==> src/rtl/out_port_uart_tx_if.sv <==
// Output-port bundle between the core (master) and the UART TX consumer (slave).
interface out_port_uart_tx_if #(
  parameter int unsigned FIFO_DEPTH = 16
) ();
  localparam int unsigned CntW = $clog2(FIFO_DEPTH) + 1;

  logic            out_en;
  logic [15:0]     out_dat;
  logic            tx;
  logic            busy;
  logic            full;
  logic            overflow;
  logic [CntW-1:0] fifo_count;

  modport master (
    output out_en, out_dat,
    input  tx, busy, full, overflow, fifo_count
  );

  modport slave (
    input  out_en, out_dat,
    output tx, busy, full, overflow, fifo_count
  );
endinterface

==> src/rtl/out_port_uart_tx.sv <==
// Buffers 16-bit core output words in a FIFO and sends each as two 8N1 UART bytes,
// high byte first. Words arriving while the FIFO is full are dropped and flagged.
module out_port_uart_tx #(
  parameter int unsigned CLKS_PER_BIT = 434,
  parameter int unsigned FIFO_DEPTH   = 16
) (
  input logic               clk,
  input logic               reset,
  out_port_uart_tx_if.slave bus
);
  localparam int unsigned AW       = $clog2(FIFO_DEPTH);
  localparam int unsigned CntW     = AW + 1;
  localparam logic [15:0] BaudMax  = 16'(CLKS_PER_BIT - 1);
  localparam logic [CntW-1:0] CntFull = CntW'(FIFO_DEPTH);

  typedef enum logic [1:0] {StIdle, StStart, StData, StStop} state_e;

  logic [15:0]     r_mem [FIFO_DEPTH];
  logic [AW-1:0]   r_wr_ptr, r_rd_ptr;
  logic [CntW-1:0] r_count, w_count_nxt;
  logic            r_overflow;

  state_e          r_state, w_state_nxt;
  logic [15:0]     r_shift;
  logic            r_byte_sel, w_byte_sel_nxt;
  logic [2:0]      r_bit_idx, w_bit_idx_nxt;
  logic [15:0]     r_baud, w_baud_nxt;
  logic            r_tx, w_tx_nxt;

  logic            w_full, w_push, w_pop, w_bit_end;
  logic [7:0]      w_byte;
  logic [2:0]      w_bit_idx_inc;

  // Full comes from the registered count, so a same-cycle pop cannot make room.
  assign w_full        = (r_count == CntFull);
  assign w_push        = bus.out_en && !w_full;
  assign w_bit_end     = (r_baud == BaudMax);
  assign w_byte        = r_byte_sel ? r_shift[7:0] : r_shift[15:8];
  assign w_bit_idx_inc = r_bit_idx + 3'd1;

  always_comb begin
    w_count_nxt = r_count;
    unique case ({w_push, w_pop})
      2'b10:   w_count_nxt = r_count + CntW'(1);
      2'b01:   w_count_nxt = r_count - CntW'(1);
      default: w_count_nxt = r_count;
    endcase
  end

  always_ff @(posedge clk) begin
    if (w_push) r_mem[r_wr_ptr] <= bus.out_dat;
  end

  always_ff @(posedge clk or posedge reset) begin
    if (reset) begin
      r_wr_ptr   <= '0;
      r_rd_ptr   <= '0;
      r_count    <= '0;
      r_overflow <= 1'b0;
      r_shift    <= '0;
    end else begin
      if (w_push) r_wr_ptr <= r_wr_ptr + AW'(1);
      if (w_pop) begin
        r_rd_ptr <= r_rd_ptr + AW'(1);
        r_shift  <= r_mem[r_rd_ptr];
      end
      r_count <= w_count_nxt;
      if (bus.out_en && w_full) r_overflow <= 1'b1;
    end
  end

  always_ff @(posedge clk or posedge reset) begin
    if (reset) begin
      r_state    <= StIdle;
      r_byte_sel <= 1'b0;
      r_bit_idx  <= '0;
      r_baud     <= '0;
      r_tx       <= 1'b1;
    end else begin
      r_state    <= w_state_nxt;
      r_byte_sel <= w_byte_sel_nxt;
      r_bit_idx  <= w_bit_idx_nxt;
      r_baud     <= w_baud_nxt;
      r_tx       <= w_tx_nxt;
    end
  end

  // tx is computed for the next state so the line comes straight from a flop.
  always_comb begin
    w_state_nxt    = r_state;
    w_byte_sel_nxt = r_byte_sel;
    w_bit_idx_nxt  = r_bit_idx;
    w_baud_nxt     = r_baud;
    w_tx_nxt       = r_tx;
    w_pop          = 1'b0;
    unique case (r_state)
      StIdle: begin
        w_tx_nxt   = 1'b1;
        w_baud_nxt = '0;
        if (r_count != '0) begin
          w_pop          = 1'b1;
          w_byte_sel_nxt = 1'b0;
          w_state_nxt    = StStart;
          w_tx_nxt       = 1'b0;
        end
      end
      StStart: begin
        if (w_bit_end) begin
          w_baud_nxt    = '0;
          w_bit_idx_nxt = '0;
          w_state_nxt   = StData;
          w_tx_nxt      = w_byte[0];
        end else begin
          w_baud_nxt = r_baud + 16'd1;
        end
      end
      StData: begin
        if (w_bit_end) begin
          w_baud_nxt = '0;
          if (r_bit_idx == 3'd7) begin
            w_state_nxt = StStop;
            w_tx_nxt    = 1'b1;
          end else begin
            w_bit_idx_nxt = w_bit_idx_inc;
            w_tx_nxt      = w_byte[w_bit_idx_inc];
          end
        end else begin
          w_baud_nxt = r_baud + 16'd1;
        end
      end
      StStop: begin
        if (w_bit_end) begin
          w_baud_nxt = '0;
          if (!r_byte_sel) begin
            w_byte_sel_nxt = 1'b1;
            w_state_nxt    = StStart;
            w_tx_nxt       = 1'b0;
          end else begin
            w_state_nxt = StIdle;
            w_tx_nxt    = 1'b1;
          end
        end else begin
          w_baud_nxt = r_baud + 16'd1;
        end
      end
      default: begin
        w_state_nxt = StIdle;
        w_tx_nxt    = 1'b1;
      end
    endcase
  end

  assign bus.tx         = r_tx;
  assign bus.busy       = (r_state != StIdle) || (r_count != '0);
  assign bus.full       = w_full;
  assign bus.overflow   = r_overflow;
  assign bus.fifo_count = r_count;
endmodule

==> src/flat_wrapper.sv <==
// flat-port wrapper written by rule: the top's interface ports become plain ports
module out_port_uart_tx_flat 
#(
  parameter int unsigned CLKS_PER_BIT = 434,
  parameter int unsigned FIFO_DEPTH   = 16
)
  (clk, reset, bus_out_en, bus_out_dat, bus_tx, bus_busy, bus_full, bus_overflow, bus_fifo_count);
  out_port_uart_tx_if #(.FIFO_DEPTH(FIFO_DEPTH)) bus_i ();
  input logic clk;
  input logic reset;
  input wire logic [$bits(bus_i.out_en)-1:0] bus_out_en;
  input wire logic [$bits(bus_i.out_dat)-1:0] bus_out_dat;
  output wire logic [$bits(bus_i.tx)-1:0] bus_tx;
  output wire logic [$bits(bus_i.busy)-1:0] bus_busy;
  output wire logic [$bits(bus_i.full)-1:0] bus_full;
  output wire logic [$bits(bus_i.overflow)-1:0] bus_overflow;
  output wire logic [$bits(bus_i.fifo_count)-1:0] bus_fifo_count;
  assign bus_i.out_en = bus_out_en;
  assign bus_i.out_dat = bus_out_dat;
  assign bus_tx = bus_i.tx;
  assign bus_busy = bus_i.busy;
  assign bus_full = bus_i.full;
  assign bus_overflow = bus_i.overflow;
  assign bus_fifo_count = bus_i.fifo_count;
  out_port_uart_tx #(.CLKS_PER_BIT(CLKS_PER_BIT), .FIFO_DEPTH(FIFO_DEPTH)) u_core (.clk(clk), .reset(reset), .bus(bus_i));
endmodule
==> config.mk <==
export PLATFORM = sky130hd
export DESIGN_NAME = out_port_uart_tx_flat
export DESIGN_NICKNAME = d
export VERILOG_FILES = /design/src/rtl/out_port_uart_tx_if.sv /design/src/rtl/out_port_uart_tx.sv /design/src/flat_wrapper.sv
export SDC_FILE = /design/constraint.sdc
export NUM_CORES = 1
export LEC_CHECK = 0
export ABC_AREA = 1
export CAP_MARGIN = 20
export CORE_ASPECT_RATIO = 1.5
export CORE_MARGIN = 3
export CORE_UTILIZATION = 62
export DETAILED_ROUTE_END_ITERATION = 12
export PLACE_DENSITY = 0.8
export SETUP_SLACK_MARGIN = 0.4
export SKIP_CTS_REPAIR_TIMING = 1
export SLEW_MARGIN = 5
export SYNTH_ARGS = -nofsm -noshare
export SYNTH_HDL_FRONTEND = slang
export SYNTH_SLANG_ARGS = --single-unit
export TNS_END_PERCENT = 5
==> constraint.sdc <==
create_clock -name clk -period 3.1 [get_ports clk]
set_input_delay 0.62 -clock clk [delete_from_list [all_inputs] [get_ports clk]]
set_output_delay 0.62 -clock clk [all_outputs]
set_load 0.05 [all_outputs]
==> results of run 1 <==
==> final cells by class <==
cell class                 count  area share (%)
sequential                   309            62.2
tap                          264            2.28
clock buffer                  32            5.08
clock inverter                18            1.03
inverter                      43            1.12
timing repair buffer          64            4.24
multi-input combinational    675            24.1
==> critical path, cell delays in order, from the launching register on <==
cell and delay, ns:
dfrtp_2 0.45, nor4_4 0.38, nand2_2 0.12, nor2_2 0.19
inv_1 0.05, dlymetal6s2s_1 0.30
==> cell families after synthesis <==
kind of cell | count (synthesis) | synth area share, %
simple gates | 402 | 12.8
compound gates | 240 | 11.0
xor+xnor | 15 | 1.02
fa+ha+maj | 18 | 1.74
flops | 309 | 69.7
buf+inv | 99 | 3.70
==> metal layers <==
layer / track usage (%) / wire (µm) / vias to the layer above
li1: - / - / 3951
met1: 31.6 / 10400 / 4139
met2: 47.2 / 15500 / 387
met3: 2.90 / 1940 / 82
met4: 10.4 / 1250 / 0
met5: 0 / 0 / -
==> how the worst min path moves through the flow <==
stage	end	slack, ns	cells past startpoint
2_1_floorplan	u_core.r_shift[0]	0.45	2
3_3_place_gp	u_core.bus.overflow	0.45	1
3_5_place_dp	u_core.bus.overflow	0.47	1
4_1_cts	u_core.bus.overflow	0.48	1
5_1_grt	u_core.bus.overflow	0.50	1
6_report	u_core.bus.overflow	0.47	1
==> sequential cells by signal (all words and copies together), names as in the netlist <==
signal	cells
u_core.r_state	2
u_core.r_baud	16
u_core.r_bit_idx	3
u_core.r_mem	256
u_core.r_byte_sel	1
u_core.r_rd_ptr	4
u_core.r_wr_ptr	4
u_core.bus.fifo_count	5
u_core.r_shift	16
u_core.bus.overflow	1
u_core.bus.tx	1
==> where the power goes <==
| group | internal, mW | leakage (nW) | switching (mW) | total (mW) |
|---|---|---|---|---|
| sequential | 5.09 | 2.97 | 0.288 | 5.37 |
| clock | 1.87 | 0.417 | 1.45 | 3.31 |
| combinational | 1.45 | 1.71 | 3.22 | 4.67 |
==> stage by stage <==
step                setup WS (ns)  instance area [µm²]
floorplan                   0.419                12900
global placement            0.447                13600
detailed placement          0.407                13600
CTS                        -0.160                14500
global route                0.330                14500
finish                      0.436                14500
==> cells in the final DEF (no fill, tap or decap), drive strengths merged, types with 3 or more instances in the layout <==
master | netlist | routed
edfxtp | 256 | 256
nor2 | 223 | 223
o21ai | 146 | 146
nand2 | 116 | 116
o211ai | 59 | 59
dfrtp | 52 | 52
nand3 | 48 | 48
inv | 40 | 39
buf | 39 | 37
clkbuf | 17 | 32
clkdlybuf4s50 | 0 | 25
ha | 18 | 18
clkinv | 3 | 15
xor2 | 13 | 13
o22ai | 9 | 9
a31oi | 8 | 8
o221ai | 8 | 8
a21oi | 5 | 5
clkinvlp | 0 | 5
nor3 | 4 | 4
nor3b | 4 | 4
nor4 | 4 | 4
a211oi | 3 | 3
==> impl_metrics.sql, run 1 <==
INSERT INTO impl_metrics (metric_group, metric, value, unit) VALUES
('global_routing', 'grt_antenna_before_repair', '0', ''),
('critical_path', 'crit_arrival', '2.04', 'ns'),
('layout', 'fraction_of_layout_instances_using_a_drive_strength_above_1', '10.8', '%'),
('synthesis', 'yosysWarningCount', '0', ''),
('floorplanning', 'floorplan.die.width', '124', 'µm'),
('layout', 'combined_area_of_the_multi_input_logic_cells', '3490', 'µm²'),
('clock_network', 'clk_lat_worst_skew', '0.54', 'ns'),
('synthesis', 'synth-seq-area-share', '69.7', '%'),
('routing', 'initialDrtViolationCount', '820', ''),
('clock_network', 'clk_transition_reported_paths', '0.07', 'ns'),
('sta', 'hold_viol', '0', ''),
('synthesis', 'mappedNetlistArea', '12900', 'µm²'),
('critical_path', 'cell_depth_of_the_worst_flop_to_flop_path', '15', ''),
('layout', 'n_antenna_cell', '0', ''),
('routing', 'finalWirelength', '29100', 'µm'),
('routing', 'avgViaCountPerCell', '6.09', ''),
('place', 'dpl.cell_count', '1355', ''),
('layout', 'layout.area.seq', '9020', 'µm²'),
('layout', 'final-instance-count-excl-fill', '1405', ''),
('hold_path', 'hold_path.class', 'reg2reg', ''),
('global_routing', 'grt_start_max_net_pins', '131', ''),
('synthesis', 'dominantRegCellSynth', 'edfxtp_1', ''),
('power', 'post-layout-total-power', '13.4', 'mW'),
('routing', 'wire_per_inst', '20.7', 'µm'),
('layout', 'num-nets-final', '1158', ''),
('critical_path', 'timing.critical_path.to', 'bus_busy', ''),
('floorplanning', 'initial_utilization', '63.3', '%'),
('clock_network', 'clockBufferDepth', '3', ''),
('global_routing', 'first_pass_grt_wire_length', '44900', 'µm'),
('flow_run', 'drv.max_cap_violation_count', '0', ''),
('synthesis', 'synth_cells', '1083', ''),
('floorplanning', 'std_cell_rows', '64', ''),
('critical_path', 'crit_fanout', '4', ''),
('global_routing', 'gr-total-overflow', '0', ''),
('layout', 'fillerInstances', '1397', ''),
('sta', 'timing.fmax', '375', 'MHz'),
('global_routing', 'first_global_vias', '8484', ''),
('synthesis', 'count_of_flip_flops_with_a_built_in_enable_after_synthesis', '256', ''),
('synthesis', 'synth_largest_type_area_fraction', '59.5', '%'),
('sta', 'setup_repair_after_global_routing_missed_its_margin', 'yes', ''),
('place', 'io_buffer_count', '27', ''),
('layout', 'final_core_utilization', '71.1', '%'),
('sta', 'timing.max_slew.rel_slack', '50.3', '%'),
('routing', 'antenna_violating_nets_post_route', '0', ''),
('layout', 'synthToLayoutAreaGrowth', '12.2', '%'),
('sta', 'setup_viol', '0', ''),
('synthesis', 'ys_ff_latch', '309', ''),
('critical_path', 'critical_path.startpoint_type', 'flop', ''),
('critical_path', 'regToRegSetupSlack', '0.57', 'ns'),
('critical_path', 'reg2reg_to', 'u_core.bus.fifo_count[4]', ''),
('critical_path', 'cp.required', '2.48', 'ns'),
('clock_network', 'clock_sink_count', '309', ''),
('critical_path', 'path_class', 'reg2out', ''),
('sta', 'max_slew.worst_pin.slew', '0.743', 'ns'),
('place', 'hpwl', '18000', 'µm'),
('routing', 'num_vias', '8559', ''),
('routing', 'drt_first_pass_iters', '5', ''),
('floorplanning', 'ios', '28', ''),
('synthesis', 'synth_area_leaders', 'edfxtp_1 (59%), dfrtp_1 (10%), nor2_1 (6.4%)', ''),
('sta', 'setup-tns-final', '0', 'ns'),
('run_status', 'run_status', 'finished, final reports clean', ''),
('sta', 'fin_worst_skew', '0.0126', 'ns'),
('synthesis', 'synth.avg_cell_area', '11.9', 'µm²'),
('sta', 'final_min_period_over_clock_period', '86.0', '%'),
('hold_path', 'hold_path_origin', 'u_core.bus.overflow', ''),
('sta', 'min_period', '2.66', 'ns'),
('synthesis', 'synth_largest_area_cell', 'edfxtp_1', ''),
('synthesis', 'mappedNetlistNets', '1120', ''),
('critical_path', 'endpoint_kind', 'primary output', ''),
('sta', 'final.hold.worst_slack', '0.475', 'ns'),
('clock_network', 'htree_levels', '1', '');
Note: power is estimated with default switching activity, not from simulation.
==> inputs of run 2 (changes only) <==
CORE_UTILIZATION = 64   (was 62)
CTS_BUF_LIST = sky130_fd_sc_hd__clkbuf_4   (was default)
PLACE_DENSITY = 0.82   (was 0.8)
==> impl_metrics.sql, run 2 (synthesis gave the netlist of run 1 again) <==
INSERT INTO impl_metrics (metric_group, metric, value, unit) VALUES
('run_status', 'run_status', 'finished, final reports clean', ''),
('layout', 'num-nets-final', '1201', ''),
('sta', 'timing.final.max_slew_violations', '0', ''),
('power', 'leakagePower', '5.23', 'nW'),
('critical_path', 'cell_depth_of_the_worst_flop_to_flop_path', '14', ''),
('place', 'io_buffer_count', '27', ''),
('floorplanning', 'floorplan.core_area', '19800', 'µm²'),
('critical_path', 'path_class', 'reg2out', ''),
('clock_network', 'cts_inserted_buffers', '71', ''),
('sta', 'min_period', '2.65', 'ns'),
('layout', 'reg.largest.list', 'u_core.r_mem: 256 flops, u_core.r_baud: 16 flops, u_core.r_shift: 16 flops', ''),
('sta', 'setup_viol', '0', ''),
('sta', 'fin_worst_skew', '0.0326', 'ns'),
('critical_path', 'reg2reg_to', 'u_core.bus.fifo_count[4]', ''),
('global_routing', 'groute.usage.overall', '27.3', '%'),
('layout', 'final-instance-count-excl-fill', '1478', ''),
('sta', 'setup_repair_after_global_routing_missed_its_margin', 'yes', ''),
('floorplanning', 'initial_utilization', '65.4', '%'),
('routing', 'finalWirelength', '29200', 'µm'),
('layout', 'fillerInstances', '1289', ''),
('critical_path', 'crit_start', 'u_core.bus.fifo_count[0]', ''),
('place', 'hpwl', '17700', 'µm'),
('place', 'postPlaceCellArea', '13600', 'µm²'),
('power', 'power.switching', '5.00', 'mW'),
('critical_path', 'regToRegSetupSlack', '0.55', 'ns'),
('floorplanning', 'ios', '28', ''),
('routing', 'wire_per_inst', '19.7', 'µm'),
('critical_path', 'timing.critical_path.to', 'bus_full', ''),
('power', 'post-layout-total-power', '13.3', 'mW'),
('routing', 'initialDrtViolationCount', '1102', ''),
('floorplanning', 'die-height', '180', 'µm'),
('layout', 'layout.cells.most_common', 'edfxtp_1', ''),
('power', 'pwr_density', '915', 'nW/µm²'),
('clock_network', 'htree_levels', '3', ''),
('routing', 'num_vias', '8903', ''),
('critical_path', 'endpoint_kind', 'primary output', ''),
('power', 'power_switching_share', '37.5', '%'),
('floorplanning', 'floorplan.die.width', '122', 'µm'),
('routing', 'avgViaCountPerCell', '6.02', ''),
('power', 'comb_power_share', '34.6', '%'),
('critical_path', 'crit_fanout', '5', ''),
('clock_network', 'clockBufferDepth', '3', ''),
('global_routing', 'grt_antenna_before_repair', '1', ''),
('clock_network', 'cts-root-buf', 'clkbuf_4', ''),
('sta', 'max_slew.worst_pin.slew', '0.757', 'ns'),
('floorplanning', 'floorplan.die_area', '22000', 'µm²'),
('layout', 'max_reg_flops', '256', ''),
('clock_network', 'clk_transition_reported_paths', '0.07', 'ns'),
('global_routing', 'first_global_vias', '9100', ''),
('floorplanning', 'std_cell_rows', '63', ''),
('critical_path', 'critical_path.startpoint_type', 'flop', ''),
('critical_path', 'crit_arrival', '2.03', 'ns'),
('layout', 'largest_register', 'u_core.r_mem', ''),
('hold_path', 'hold_path.class', 'in2async', ''),
('place', 'dpl.cell_count', '1351', ''),
('sta', 'timing.max_slew.rel_slack', '49.2', '%'),
('routing', 'post-route-drc-count', '0', ''),
('clock_network', 'clock_sink_count', '309', ''),
('global_routing', 'grt_start_max_net_pins', '95', ''),
('layout', 'finalInstanceArea', '14500', 'µm²'),
('global_routing', 'first_pass_grt_wire_length', '46500', 'µm'),
('power', 'power.internal', '8.31', 'mW'),
('critical_path', 'regToRegStartpoint', 'u_core.bus.fifo_count[0]', ''),
('clock_network', 'clk_lat_worst_skew', '0.65', 'ns'),
('layout', 'fraction_of_layout_instances_using_a_drive_strength_above_1', '15.9', '%'),
('global_routing', 'gr-total-overflow', '0', ''),
('routing', 'drt_first_pass_iters', '6', ''),
('power', 'sequentialPowerShare', '40.5', '%'),
('power', 'power.ir.vdd_worst', '0.638', 'mV'),
('critical_path', 'cp.required', '2.48', 'ns'),
('sta', 'hold_viol', '0', ''),
('layout', 'commonest_non_fill_non_tap_cells_in_the_layout', 'edfxtp_1 (256), nor2_1 (203), o21ai_0 (137)', ''),
('routing', 'antenna_violating_nets_post_route', '0', ''),
('power', 'clockPowerShare', '24.9', '%'),
('place', 'gp_congestion', '0.859', ''),
('flow_run', 'drv.max_cap_violation_count', '0', ''),
('layout', 'synthToLayoutAreaGrowth', '12.5', '%'),
('clock_network', 'clock_tree_from_tritoncts', 'done', ''),
('sta', 'timing.fmax', '377', 'MHz'),
('sta', 'final_min_period_over_clock_period', '85.6', '%');
## run 2: worst min-delay path by stage
stage                       start             endpoint  cells past startpoint
6_report                    reset  u_core.bus.overflow                      2
5_1_grt                     reset  u_core.bus.overflow                      2
4_1_cts                     reset  u_core.bus.overflow                      2
3_5_place_dp    u_core.r_shift[0]    u_core.r_shift[0]                      2
3_3_place_gp   u_core.r_shift[15]   u_core.r_shift[15]                      2
2_1_floorplan   u_core.r_shift[0]    u_core.r_shift[0]                      2
## run 2: worst max-delay path: stages, from the launching register on
cell            delay [ns]
dfrtp_2               0.46
nor4_4                0.35
nand2_1               0.11
inv_1                 0.06
dlymetal6s2s_1        0.41
## run 2: per-layer routing
layer	share of wire (%)	up-vias	routed length [µm]	GRT usage [%]
met5	0	-	0	0
met4	2.9	0	835	11.5
met3	8.2	61	2380	5.28
met2	52	437	15100	46.0
met1	37	4320	10800	34.8
li1	-	4085	-	-
## run 2: power groups by stage
stage                     Sequential (mW)  Clock, mW  Combinational (mW)
after floorplan                      5.51          0                3.15
after CTS                            5.38       3.37                4.57
final                                5.40       3.31                4.61
after detailed placement             5.46          0                4.53
after global placement               5.44          0                4.37
after global routing                 5.44       3.58                5.10
## run 2: cell type report
cell class,instances,area (µm²),area share [%]
clock inverters,22,166,1.14
clock buffers,104,781,5.37
multi-input cells,675,3500,24.1
repair buffers,64,583,4.01
flip-flops and latches,309,9020,62.0
well taps,260,325,2.24
diodes,1,2.50,0.0172
inverters,43,163,1.12
## run 2: through the flow
step	hold slack [ns]	setup slack (ns)	util, %	TNS [ns]
finish	0.325	0.447	73.5	0
global route	0.307	0.318	73.5	0
CTS	0.295	-0.257	73.4	-0.263
detailed placement	0.466	0.275	68.6	0
global placement	0.468	0.318	68.6	0
floorplan	0.449	0.419	-	0
